## src/rtl/uart_pkg.sv

```systemverilog
// Shared types and helpers for the UART transmitter slice.
package uart_pkg;

    typedef enum logic [1:0] {
        PAR_NONE = 2'd0,
        PAR_ODD  = 2'd1,
        PAR_EVEN = 2'd2
    } parity_e;

    typedef enum logic [2:0] {
        IDLE,
        START,
        DATA,
        PAR,
        STOP
    } tx_state_e;

    localparam int unsigned BAUD_W        = 16;
    localparam int unsigned BIT_W         = 4;
    localparam int unsigned MAX_DATA_BITS = 9;

    // Zero-extension of narrower words leaves the XOR reduction unchanged.
    function automatic logic parity_bit(input logic [MAX_DATA_BITS-1:0] data,
                                        input parity_e                  mode);
        return (mode == PAR_ODD) ? ~^data : ^data;
    endfunction

endpackage

```

## src/rtl/uart_sync_fifo.sv

```systemverilog
// Synchronous FIFO with combinational head read and registered occupancy count.
module uart_sync_fifo
    import uart_pkg::*;
#(
    parameter int unsigned WIDTH = 8,
    parameter int unsigned DEPTH = 4
) (
    input  logic                     clk,
    input  logic                     rst_n,
    input  logic                     wr_en,
    input  logic [WIDTH-1:0]         wr_data,
    input  logic                     rd_en,
    output logic [WIDTH-1:0]         rd_data,
    output logic                     full,
    output logic                     empty,
    output logic [$clog2(DEPTH):0]   count
);

    localparam int unsigned PTR_W = $clog2(DEPTH);
    localparam int unsigned CNT_W = PTR_W + 1;

    logic [WIDTH-1:0] mem [DEPTH];
    logic [PTR_W-1:0] wr_ptr_q, rd_ptr_q;
    logic [CNT_W-1:0] count_q;
    logic             do_wr, do_rd;

    assign full  = (count_q == CNT_W'(DEPTH));
    assign empty = (count_q == '0);
    assign count = count_q;

    // Push is judged on the pre-pop count, so a full FIFO rejects even with a same-cycle pop.
    assign do_wr = wr_en && !full;
    assign do_rd = rd_en && !empty;

    assign rd_data = mem[rd_ptr_q];

    always_ff @(posedge clk or negedge rst_n) begin
        if (!rst_n) begin
            wr_ptr_q <= '0;
            rd_ptr_q <= '0;
            count_q  <= '0;
        end else begin
            if (do_wr) wr_ptr_q <= wr_ptr_q + 1'b1;
            if (do_rd) rd_ptr_q <= rd_ptr_q + 1'b1;
            count_q <= count_q + CNT_W'(do_wr) - CNT_W'(do_rd);
        end
    end

    always_ff @(posedge clk) begin
        if (do_wr) mem[wr_ptr_q] <= wr_data;
    end

endmodule

```

## src/rtl/uart_tx_fifo.sv

```systemverilog
// UART transmitter with input FIFO: configurable width, parity and stop bits,
// back-to-back frames with no idle gap.
module uart_tx_fifo
    import uart_pkg::*;
#(
    parameter int unsigned CLK_DIV    = 2604,
    parameter int unsigned DATA_BITS  = 8,
    parameter int unsigned PARITY     = 0,
    parameter int unsigned STOP_BITS  = 1,
    parameter int unsigned FIFO_DEPTH = 4
) (
    input  logic                          clk,
    input  logic                          rst_n,
    input  logic                          trmt,
    input  logic [DATA_BITS-1:0]          tx_data,
    output logic                          tx_rdy,
    output logic                          TX,
    output logic                          tx_busy,
    output logic                          tx_done,
    output logic                          tx_ovf,
    output logic [$clog2(FIFO_DEPTH):0]   fifo_cnt
);

    localparam parity_e PAR_MODE = parity_e'(2'(PARITY));

    tx_state_e             state_q, state_d;
    logic [BAUD_W-1:0]     baud_q, baud_d;
    logic [BIT_W-1:0]      bit_q, bit_d;
    logic [DATA_BITS-1:0]  shift_q, shift_d;
    logic                  par_q, par_d;
    logic                  tx_q, tx_d;
    logic                  done_q, done_d;
    logic                  ovf_q;

    logic                  pop;
    logic                  boundary;
    logic [DATA_BITS-1:0]  fifo_head;
    logic                  fifo_full, fifo_empty;

    uart_sync_fifo #(
        .WIDTH (DATA_BITS),
        .DEPTH (FIFO_DEPTH)
    ) u_fifo (
        .clk     (clk),
        .rst_n   (rst_n),
        .wr_en   (trmt),
        .wr_data (tx_data),
        .rd_en   (pop),
        .rd_data (fifo_head),
        .full    (fifo_full),
        .empty   (fifo_empty),
        .count   (fifo_cnt)
    );

    assign boundary = (baud_q == BAUD_W'(CLK_DIV - 1));

    always_comb begin
        state_d = state_q;
        baud_d  = baud_q + 1'b1;
        bit_d   = bit_q;
        shift_d = shift_q;
        par_d   = par_q;
        done_d  = 1'b0;
        pop     = 1'b0;

        case (state_q)
            IDLE: begin
                baud_d = '0;
                bit_d  = '0;
                if (!fifo_empty) begin
                    state_d = START;
                    pop     = 1'b1;
                    shift_d = fifo_head;
                    par_d   = parity_bit(MAX_DATA_BITS'(fifo_head), PAR_MODE);
                end
            end
            START: begin
                if (boundary) begin
                    state_d = DATA;
                    baud_d  = '0;
                    bit_d   = '0;
                end
            end
            DATA: begin
                if (boundary) begin
                    baud_d  = '0;
                    shift_d = shift_q >> 1;
                    if (bit_q == BIT_W'(DATA_BITS - 1)) begin
                        state_d = (PAR_MODE != PAR_NONE) ? PAR : STOP;
                        bit_d   = '0;
                    end else begin
                        bit_d = bit_q + 1'b1;
                    end
                end
            end
            PAR: begin
                if (boundary) begin
                    state_d = STOP;
                    baud_d  = '0;
                    bit_d   = '0;
                end
            end
            STOP: begin
                if (boundary) begin
                    baud_d = '0;
                    if (bit_q == BIT_W'(STOP_BITS - 1)) begin
                        done_d = 1'b1;
                        bit_d  = '0;
                        // Chain straight into the next start bit when data is waiting.
                        if (!fifo_empty) begin
                            state_d = START;
                            pop     = 1'b1;
                            shift_d = fifo_head;
                            par_d   = parity_bit(MAX_DATA_BITS'(fifo_head), PAR_MODE);
                        end else begin
                            state_d = IDLE;
                        end
                    end else begin
                        bit_d = bit_q + 1'b1;
                    end
                end
            end
            default: state_d = IDLE;
        endcase

        // Pin value is registered from the next state so the line never glitches.
        case (state_d)
            START:   tx_d = 1'b0;
            DATA:    tx_d = shift_d[0];
            PAR:     tx_d = par_d;
            default: tx_d = 1'b1;
        endcase
    end

    always_ff @(posedge clk or negedge rst_n) begin
        if (!rst_n) begin
            state_q <= IDLE;
            baud_q  <= '0;
            bit_q   <= '0;
            shift_q <= '0;
            par_q   <= 1'b0;
            tx_q    <= 1'b1;
            done_q  <= 1'b0;
            ovf_q   <= 1'b0;
        end else begin
            state_q <= state_d;
            baud_q  <= baud_d;
            bit_q   <= bit_d;
            shift_q <= shift_d;
            par_q   <= par_d;
            tx_q    <= tx_d;
            done_q  <= done_d;
            ovf_q   <= trmt && fifo_full;
        end
    end

    assign TX      = tx_q;
    assign tx_busy = (state_q != IDLE);
    assign tx_done = done_q;
    assign tx_ovf  = ovf_q;
    assign tx_rdy  = !fifo_full;

endmodule

```

## config.mk

```make
export PLATFORM = sky130hd
export DESIGN_NAME = uart_tx_fifo
export DESIGN_NICKNAME = d
export VERILOG_FILES = /design/src/rtl/uart_pkg.sv /design/src/rtl/uart_sync_fifo.sv /design/src/rtl/uart_tx_fifo.sv
export SDC_FILE = /design/constraint.sdc
export NUM_CORES = 1
export LEC_CHECK = 0
export CORE_ASPECT_RATIO = 1.75
export CORE_MARGIN = 1.5
export CORE_UTILIZATION = 63
export DETAILED_ROUTE_END_ITERATION = 6
export HOLD_SLACK_MARGIN = 0.05
export PLACE_DENSITY = 0.91
export RECOVER_POWER = 25
export SLEW_MARGIN = 25
export SYNTH_ARGS = -nofsm -noshare
export SYNTH_HDL_FRONTEND = slang
export SYNTH_SLANG_ARGS = --single-unit
```

## constraint.sdc

```tcl
create_clock -name clk -period 5.75 [get_ports clk]
set_input_delay 0.8625 -clock clk [delete_from_list [all_inputs] [get_ports clk]]
set_output_delay 0.8625 -clock clk [all_outputs]
set_load 0.02 [all_outputs]
```

# Word-level counts from Yosys, hierarchy flattened
# Memories as Yosys holds them, arrays and structs flattened.
# Cells that the tools add are included.
[word_totals]
regBits = 42
ram_bits = 32
in_bits = 11
out_inout_bits = 8
word_cells = 85
n_memories = 1
[mem_list]
columns = ["name", "words", "width", "rd", "rd_clocked_by_memory_dff", "write_ports", "line", "text"]
rows = [
  ["u_fifo.mem", 4, 8, 1, 0, 1, "uart_sync_fifo.sv:22", "logic [WIDTH-1:0] mem [DEPTH];"],
]
[classes]
addsub = 6
n_eq_ne = 14
mux = 36
reduce_logical = 16
[ops]
columns = ["operator", "n"]
rows = [
  ["$mux W8", 4],
  ["$pmux W16 S2", 1],
  ["$pmux W8 S3", 1],
  ["$mux W3", 7],
  ["$mux W4", 5],
  ["$add A16 B1 Y16 const B", 1],
  ["$eq A16 B12 Y1 const B", 1],
  ["$mux W16", 1],
  ["$pmux W4 S4", 1],
  ["$pmux W3 S5", 1],
  ["$eq A3 B2 Y1 const B", 4],
  ["$mux W1", 12],
  ["$reduce_xor A9 Y1", 1],
  ["$reduce_and A4 Y1", 2],
  ["$eq A3 B1 Y1 const B", 2],
  ["$eq A3 B3 Y1 const B", 2],
  ["$logic_not A3 Y1", 2],
  ["$ne A2 B2 Y1 const B", 3],
  ["$reduce_bool A3 Y1", 2],
  ["$add A2 B1 Y2 const B", 2],
  ["$add A4 B1 Y4 const B", 1],
  ["$eq A4 B3 Y1 const B", 1],
  ["$logic_not A4 Y1", 1],
  ["$pmux W1 S2", 2],
  ["9 further kinds", 12],
]

# Depth between registers and ports, before layout
# Gate-level depths: netlist of run 1.
[depth]
depth_word = 7
ltp_mapped = 14

# Modules after synthesis
# Synthesis of run 1 repeated with hierarchy kept, for this count alone.
[hier_totals]
hier_cells = 270
area_unflattened_um2 = 3494.6
[modules_own_cells]
columns = ["mod", "n_inst", "cells_each", "area_per_inst_um2", "seq_area_each_um2"]
rows = [
  ["uart_tx_fifo", 1, 187, 1871.8, 877.1],
  ["uart_sync_fifo", 1, 83, 1622.8, 1136.1],
]

# Worst setup path after synthesis of run 1
# Ideal clock, no wire load.
[synth_timing]
path_kind = "register to register"
startpoint = "register baud_q[0]"
endpoint = "register u_fifo.count_q[2], in the netlist u_fifo.count[2]"
setup_ps = 134
arrival_ps = 2636
required_time_ps = 5616
slack_ps = 2980
stages_incl_launch_ff = 14
n_path_buf = 1
path_cell_list = "dfrtp_1 ha_1 nor4b_4 nand4_4 o22a_2 inv_2 buf_2 ha_1 inv_1 ha_1 inv_1 fa_1 xnor2_1 xnor2_1"
[synth_via]
elab_chain_cells = 5
[synth_lines]
columns = ["item", "line", "text"]
rows = [
  ["from (decl)", "uart_tx_fifo.sv:27", "logic [BAUD_W-1:0] baud_q, baud_d;"],
  ["from (signal assigned)", "uart_tx_fifo.sv:147", "baud_q <= baud_d;"],
  ["$eq A16 B12 Y1", "uart_tx_fifo.sv:55", "assign boundary = (baud_q == BAUD_W'(CLK_DIV - 1));"],
  ["$mux W1", "uart_tx_fifo.sv:104", "if (boundary) begin"],
  ["$pmux W1 S2", "uart_tx_fifo.sv:66", "case (state_q)"],
  ["$logic_and A1 B1 Y1", "uart_sync_fifo.sv:33", "assign do_rd = rd_en && !empty;"],
  ["via u_fifo.do_rd", "uart_sync_fifo.sv:25", "logic do_wr, do_rd;"],
  ["$sub A3 B1 Y3", "uart_sync_fifo.sv:45", "count_q <= count_q + CNT_W'(do_wr) - CNT_W'(do_rd);"],
  ["to (signal assigned)", "uart_sync_fifo.sv:45", ""],
  ["to (decl)", "uart_sync_fifo.sv:24", "logic [CNT_W-1:0] count_q;"],
]
# The timed path passes the listed nets, and every way through them passes these cells.
# A chain may end at the register's enable or synchronous reset.

# Final worst setup path of run 1
[layout_timing]
startpoint = "register baud_q[0]"
endpoint = "register u_fifo.count_q[2], in the netlist u_fifo.count[2]"
[layout_via]
elab_chain_cells = 5
[layout_lines]
columns = ["item", "line"]
rows = [
  ["$eq A16 B12 Y1", "uart_tx_fifo.sv:55"],
  ["$mux W1", "uart_tx_fifo.sv:104"],
  ["$pmux W1 S2", "uart_tx_fifo.sv:66"],
  ["$logic_and A1 B1 Y1", "uart_sync_fifo.sv:33"],
  ["$sub A3 B1 Y3", "uart_sync_fifo.sv:45"],
]
# Every way passes these cells.

==> run_results.csv, run 1 <==
group,metric,value,unit
sta,slew_headroom,-45.7,%
place,dp.cells,320,
power_and_ir_drop,p_total,1820,µW
outcome,violations,"capacitance limit, slew limit",
cts,htree_levels,3,
die,initial_utilization,64.9,%
route,drtPass1Iterations,4,
sta,setup_viol,0,
synthesis,synth_compound_area_share,6.06,%
route,drt_iter0_drc,91,
die,fp.dieW,58.4,µm
synthesis,yosys_warnings,0,
critical_path,path_common_cell,"ha_1",
synthesis,synth_top_family_by_area,"simple AND/OR/NAND/NOR gates",
flow_run,maxCapViolations,1,
synthesis,yosys_most_used_dff,"dfrtp_1",
critical_path,endpoint_kind,"register",
critical_path,critical-path-slowest-cell,"dfrtp_1",
final_layout,area_delta_synth_final,13.2,%
synthesis,syn_avg_cell_area,13.3,µm²
power_and_ir_drop,power_frac_clock,26.5,%
critical_path,critPathLaunchType,"register",
final_layout,final_nets,297,
outcome,status,"finished with violations",
route,routed-via-count,2044,
power_and_ir_drop,switching_share,30.8,%
critical_path,crit_chain,"ha_1, nor4b_4, nand4_4, o22a_2, inv_2, ha_1, inv_1, ha_1, inv_1, fa_1, xnor2_1, xnor2_1",
die,row_count,35,
cts,cts_setup_buffers,0,
sta,slew_viol_final,43,
die,num_io_pins,19,
sta,hold_viol_final,0,
synthesis,synth_cells,254,
synthesis,synth_enable_flop_cells,32,
synthesis,ys_seq_area_share,59.5,%
sta,finalClockSkew,0.0122,ns
synthesis,synth_xor_xnor_area_share,6.47,%
sta,fin_crit,2.93,ns
cts,clock_sinks,74,
final_layout,drive_above_1_share,15.3,%
power_and_ir_drop,power_density,474,nW/µm²
die,die_area,5840,µm²
power_and_ir_drop,peakVddDrop,0.403,mV
place,detailed_place_hpwl,4330,µm
worst_hold_path,hold_class,"register to register",
synthesis,synth_adder_area_share,4.21,%
cts,clk_pin_slew,0.08,ns
power_and_ir_drop,comb_power_share,29.3,%
route,routed_wl,6060,µm
critical_path,worstPathArrival,3.16,ns
global_routing,grt_overflow,0,
synthesis,muxShareOfSynthArea,5.66,%
cts,ctsHoldBuffers,0,
route,wl_per_cell,18.0,µm
route,route.detailed.drc,0,
cts,clk_path_buf_depth,2,
route,viasPerCell,6.08,
sta,fmax,342,MHz
route,ant_nets,0,
sta,rsz0062_at_grt,"no",
power_and_ir_drop,pwr-share-seq,44.3,%
synthesis,async_reset_ff_share,56.8,%
power_and_ir_drop,p_sw,559,µW
cts,cts-root-buf,"clkbuf_8",
sta,finalCritPeriodShare,50.9,%
synthesis,syn_area,3380,µm²
global_routing,grt_pass1_wl,10300,µm
critical_path,cp_data_required_time,5.98,ns
cts,cts_resized,0,
critical_path,critical_path.max_fanout,12,
global_routing,grt_max_degree,43,
power_and_ir_drop,p_int,1260,µW
global_routing,track_usage,24.2,%
final_layout,antenna_cells,0,
critical_path,cpPeakStageDelay,0.42,ns
cts,cts_tree,"yes",
place,gp_congestion,0.781,
synthesis,synth_seq_cells,74,
critical_path,crit_type,"register to register",
place,numPortBuffers,18,
global_routing,antenna_found_initial,0,
die,coreArea,5210,µm²
global_routing,grt_pass1_vias,2203,
synthesis,synth_fp_nets,275,
cts,clk_latency,0.35,ns
cts,numCtsBuffers,9,
sta,tns,0,ns
power_and_ir_drop,p_leak,0.00155,µW
synthesis,synth-simple-area-share,15.7,%
synthesis,synth_cell_types,47,
final_layout,instances_no_fill,336,
die,die_h,100,µm
sta,tightestPinTransition,2.19,ns
cell usage after synthesis, types with 2 or more instances:
cell type  number  area (µm²)
or3_1           2        12.5
nand3_1        13        65.1
dfrtp_1        41        1030
nor3b_1         2        15.0
o31ai_1         2        15.0
nand4_1         2        12.5
mux4_2          8         180
a21o_1          2        15.0
xnor2_1        14         123
inv_1          10        37.5
clkbuf_1        3        11.3
nor4_1          2        12.5
and4_2          3        30.0
and3_1          6        37.5
ha_1            9         113
buf_2           2        10.0
nand3b_1        3        22.5
and2_1          7        43.8
a221o_2         6        67.6
and4bb_2        2        25.0
o21ai_0         7        35.0
a21oi_1         4        20.0
xor2_1         11        96.3
nor2_1         20        75.1
nand2_1        18        67.6
edfxtp_1       32         961
nor2b_1         3        18.8
critical path, delay by kind of cell, from the launching register on:
family	cells	cell delay (ns)
simple gates	2	0.53
flops	1	0.42
compound gates	1	0.27
xor+xnor	2	0.28
fa+ha+maj	4	1.05
buf+inv	3	0.28
power groups by stage:
| stage | combinational [µW] | clock, µW | sequential (µW) |
|---|---|---|---|
| after floorplan | 432 | 0 | 770 |
| after global placement | 517 | 0 | 802 |
| after detailed placement | 535 | 0 | 813 |
| after CTS | 542 | 491 | 804 |
| after global routing | 591 | 513 | 823 |
| final | 532 | 481 | 804 |
layout make-up:
type                            instances  area (µm²)
Sequential cell                        74        2010
Fill cell                             337        1380
Multi-Input combinational cell        162        1290
Timing Repair Buffer                   18         174
Clock buffer                           10         128
Clock inverter                          6         115
Tap cell                               55        68.8
Inverter                               11        41.3
cells by family after synthesis:
logic type                 Yosys count
buffers and inverters               18
adders and majority gates           11
and+or+nand+nor                     90
DFF                                 74
xor gates and xnor gates            25
muxes                                9
AOI/OAI and AO/OA                   27
layout by cell type (no fill, tap or decap), types with 3 or more instances in the layout:
master | Yosys | layout
dlygate4sd3_1 | 0 | 9
nor2_1 | 20 | 20
o21ai_0 | 7 | 7
edfxtp_1 | 32 | 32
xor2_1 | 11 | 11
and4_2 | 3 | 3
inv_1 | 10 | 10
ha_1 | 9 | 9
and2_1 | 7 | 7
bufinv_16 | 0 | 3
nand2_1 | 18 | 18
nand3b_1 | 3 | 3
nand3_1 | 13 | 13
a221o_2 | 6 | 6
and3_1 | 6 | 6
xnor2_1 | 14 | 14
a21oi_1 | 4 | 4
clkbuf_8 | 0 | 9
mux4_2 | 8 | 8
nor2b_1 | 3 | 3
dfrtp_1 | 41 | 41
clkdlybuf4s50_1 | 0 | 8
final timing paths:
kind	startpoint	endpoint	slack [ns]	cells past startpoint
max	baud_q[0]	u_fifo.count[2]	2.82	12
min	shift_q[0]	shift_q[0]	0.50	1
max reg2reg	baud_q[0]	u_fifo.count[2]	2.82	12
min reg2reg	shift_q[0]	shift_q[0]	0.50	1
max in group asynchronous	rst_n	baud_q[6]	3.34	1
min in group asynchronous	rst_n	bit_q[3]	1.14	1
metrics by stage:
step                      util [%]  hold WS [ns]  cell area, µm²  worst slack, ns
after global routing          73.5         0.517            3830             2.67
after floorplan                  -         0.456            3380             2.98
after global placement        68.9         0.480            3590             2.97
final                         73.5         0.505            3830             2.82
after CTS                     73.5         0.508            3830             2.81
after detailed placement      68.9         0.491            3590             2.83
per-layer routing:
metal	GRT usage (%)	part of all wire [%]	vias to the layer above
li1	-	-	971
met1	25.5	37	1034
met2	43.9	59	31
met3	6.06	2.5	8
met4	10.2	1.7	0
met5	0	0	-
state kept, by name (all words and copies together), names as in the netlist:
signal and flops:
u_fifo.wr_ptr_q 2, par_q 1, tx_done 1, bit_q 4, baud_q 16, TX 1, state_q 3, u_fifo.count 3
u_fifo.rd_ptr_q 2, tx_ovf 1, shift_q 8, u_fifo.mem 32
Note: power is estimated with default switching activity, not from simulation.
==> inputs of run 2 (changes only) <==
CORE_UTILIZATION = 59   (was 63)
PLACE_DENSITY = 0.87   (was 0.91)
clock period = 2.73 ns   (was 5.75 ns; I/O delays follow)
==> run 2 against run 1 <==
The flow still finishes with violations (capacitance limit, slew limit). Clock power up 120%. Cell count is 8.9% higher. Clock-buffer cell count is the same. Via count up 2.7%. Non-clock buffer count up 9. Largest cell class unchanged.
==> run_results.csv, run 2 (synthesis gave the netlist of run 1 again) <==
group,metric,value,unit
cts,clk_pin_slew,0.08,ns
final_layout,final_common_cell,"dfrtp_1",
sta,slew_headroom,-45.9,%
sta,finalClockSkew,0.00740,ns
sta,fmax,385,MHz
final_layout,multiInputGateArea,1320,µm²
power_and_ir_drop,power_density,995,nW/µm²
place,gp_congestion,0.828,
critical_path,endpoint_kind,"register",
sta,hold_viol_final,0,
global_routing,antenna_found_initial,0,
critical_path,ff2ff_path_depth,13,
global_routing,grt_overflow,0,
global_routing,grt_pass1_vias,2168,
sta,fin_crit,2.60,ns
outcome,violations,"capacitance limit, slew limit",
route,route.detailed.drc,0,
sta,tightestPinTransition,2.19,ns
worst_hold_path,hold_depth,1,
cts,clock_sinks,74,
die,coreArea,5540,µm²
final_layout,fillerInstances,374,
die,fp.dieW,60.3,µm
die,initial_utilization,61.1,%
route,drt_iter0_drc,107,
power_and_ir_drop,peakVddDrop,0.646,mV
route,ant_nets,0,
final_layout,area_delta_synth_final,17.3,%
worst_hold_path,hold_class,"register to register",
power_and_ir_drop,p_leak,0.00162,µW
route,wl_per_cell,16.0,µm
final_layout,final_cell_mix,"dfrtp_1, edfxtp_1, nor2_1, nand2_1",
global_routing,grt_pass1_wl,9650,µm
final_layout,top_register,"u_fifo.mem",
die,num_io_pins,19,
cts,clk_path_buf_depth,2,
cts,clk_latency,0.35,ns
die,die_area,6220,µm²
final_layout,final_nets,306,
route,routed-via-count,2099,
critical_path,worstPathArrival,2.83,ns
route,viasPerCell,5.73,
place,detailed_place_hpwl,4230,µm
critical_path,crit_type,"register to register",
critical_path,critical_path.max_fanout,4,
die,row_count,36,
route,drtPass1Iterations,4,
final_layout,reg_top3,"u_fifo.mem: 32 flops, baud_q: 16 flops, shift_q: 8 flops",
cts,htree_levels,3,
sta,finalCritPeriodShare,95.3,%
cts,ctsHoldBuffers,0,
sta,slew_viol_final,43,
global_routing,track_usage,21.7,%
cts,cts-root-buf,"clkbuf_8",
global_routing,grt_max_degree,43,
final_layout,design_area,3970,µm²
place,placed_area,3670,µm²
flow_run,maxCapViolations,1,
critical_path,cp_data_required_time,2.96,ns
cts,cts_tree,"yes",
die,die_h,103,µm
final_layout,largest_reg_flops,32,
final_layout,fin_util,71.7,%
final_layout,drive_above_1_share,19.7,%
cts,numCtsBuffers,9,
outcome,status,"finished with violations",
place,numPortBuffers,18,
final_layout,regArea,2020,µm²
final_layout,antenna_cells,0,
route,routed_wl,5860,µm
sta,setup_viol,0,
critical_path,critPathLaunchType,"register",
-- run 2: cell types whose count changed in the layout (fill, tap and decap cells not counted), moves of 2 or more --
cell      previous run  this run
buf_4                0         9
dfrtp_1             41        39
clkinv_4             2         0
dfrtp_2              0         2
-- run 2: what timing repair did --
| action | CTS | global route |
|---|---|---|
| endpoints found under the setup margin | 0 | 2 |
| setup buffers | 0 | 3 |
| gates resized for setup | 0 | 6 |
-- run 2: power breakdown --
group	switching [µW]	internal (µW)	leakage (µW)
clock	380	695	0.000128
combinational	551	629	0.000657
sequential	252	1450	0.000831
-- run 2: final timing paths --
kind / slack [ns] / end / startpoint
max: 0.13 / u_fifo.count[2] / bit_q[1]
min: 0.50 / shift_q[0] / shift_q[0]
max reg2reg: 0.13 / u_fifo.count[2] / bit_q[1]
min reg2reg: 0.50 / shift_q[0] / shift_q[0]
max in group asynchronous: 0.61 / baud_q[0] / rst_n
min in group asynchronous: 0.69 / baud_q[13] / rst_n
-- run 2: area by class of cell --
| cell class | count | share of cell area [%] |
|---|---|---|
| sequential | 74 | 50.8 |
| multi-input combinational | 162 | 33.3 |
| timing repair buffer | 27 | 6.08 |
| clock inverter | 6 | 3.25 |
| clock buffer | 10 | 3.21 |
| tap | 76 | 2.39 |
| inverter | 11 | 1.04 |
-- run 2: stage by stage --
step           setup WS, ns  std cells  hold WS (ns)  power [µW]  TNS (ns)
2_1_floorplan        0.0126        254         0.114        2550         0
3_3_place_gp          0.159        347         0.471        2810         0
3_5_place_dp         0.0597        347         0.474        2880         0
4_1_cts              0.0579        363         0.217        3970         0
5_1_grt             -0.0539        366         0.527        4170   -0.0539
6_report              0.129        366         0.499        3950         0
-- run 2: routing by layer --
layer	vias up	share of wire, %	GRT usage (%)
li1	988	-	-
met1	1039	35	21.6
met2	50	58	38.7
met3	22	3.3	5.35
met4	0	4.2	13.5
met5	-	0	0
-- run 2: worst max-delay path, cell delays in order (launching register included) --
cell and delay (ns):
dfrtp_1 0.40, inv_1 0.08, ha_1 0.16, nor3b_4 0.23, o311ai_0 0.16, o22a_2 0.27, inv_2 0.06, ha_1 0.21
inv_1 0.06, ha_1 0.13, inv_1 0.05, fa_1 0.40, xnor2_2 0.15, xnor2_1 0.13
==> inputs of run 3 (changes only) <==
SKIP_CTS_REPAIR_TIMING = 1   (was default)
==> results of run 3 <==
Same layout as run 2: the final DEF is identical, and so are final timing and power.
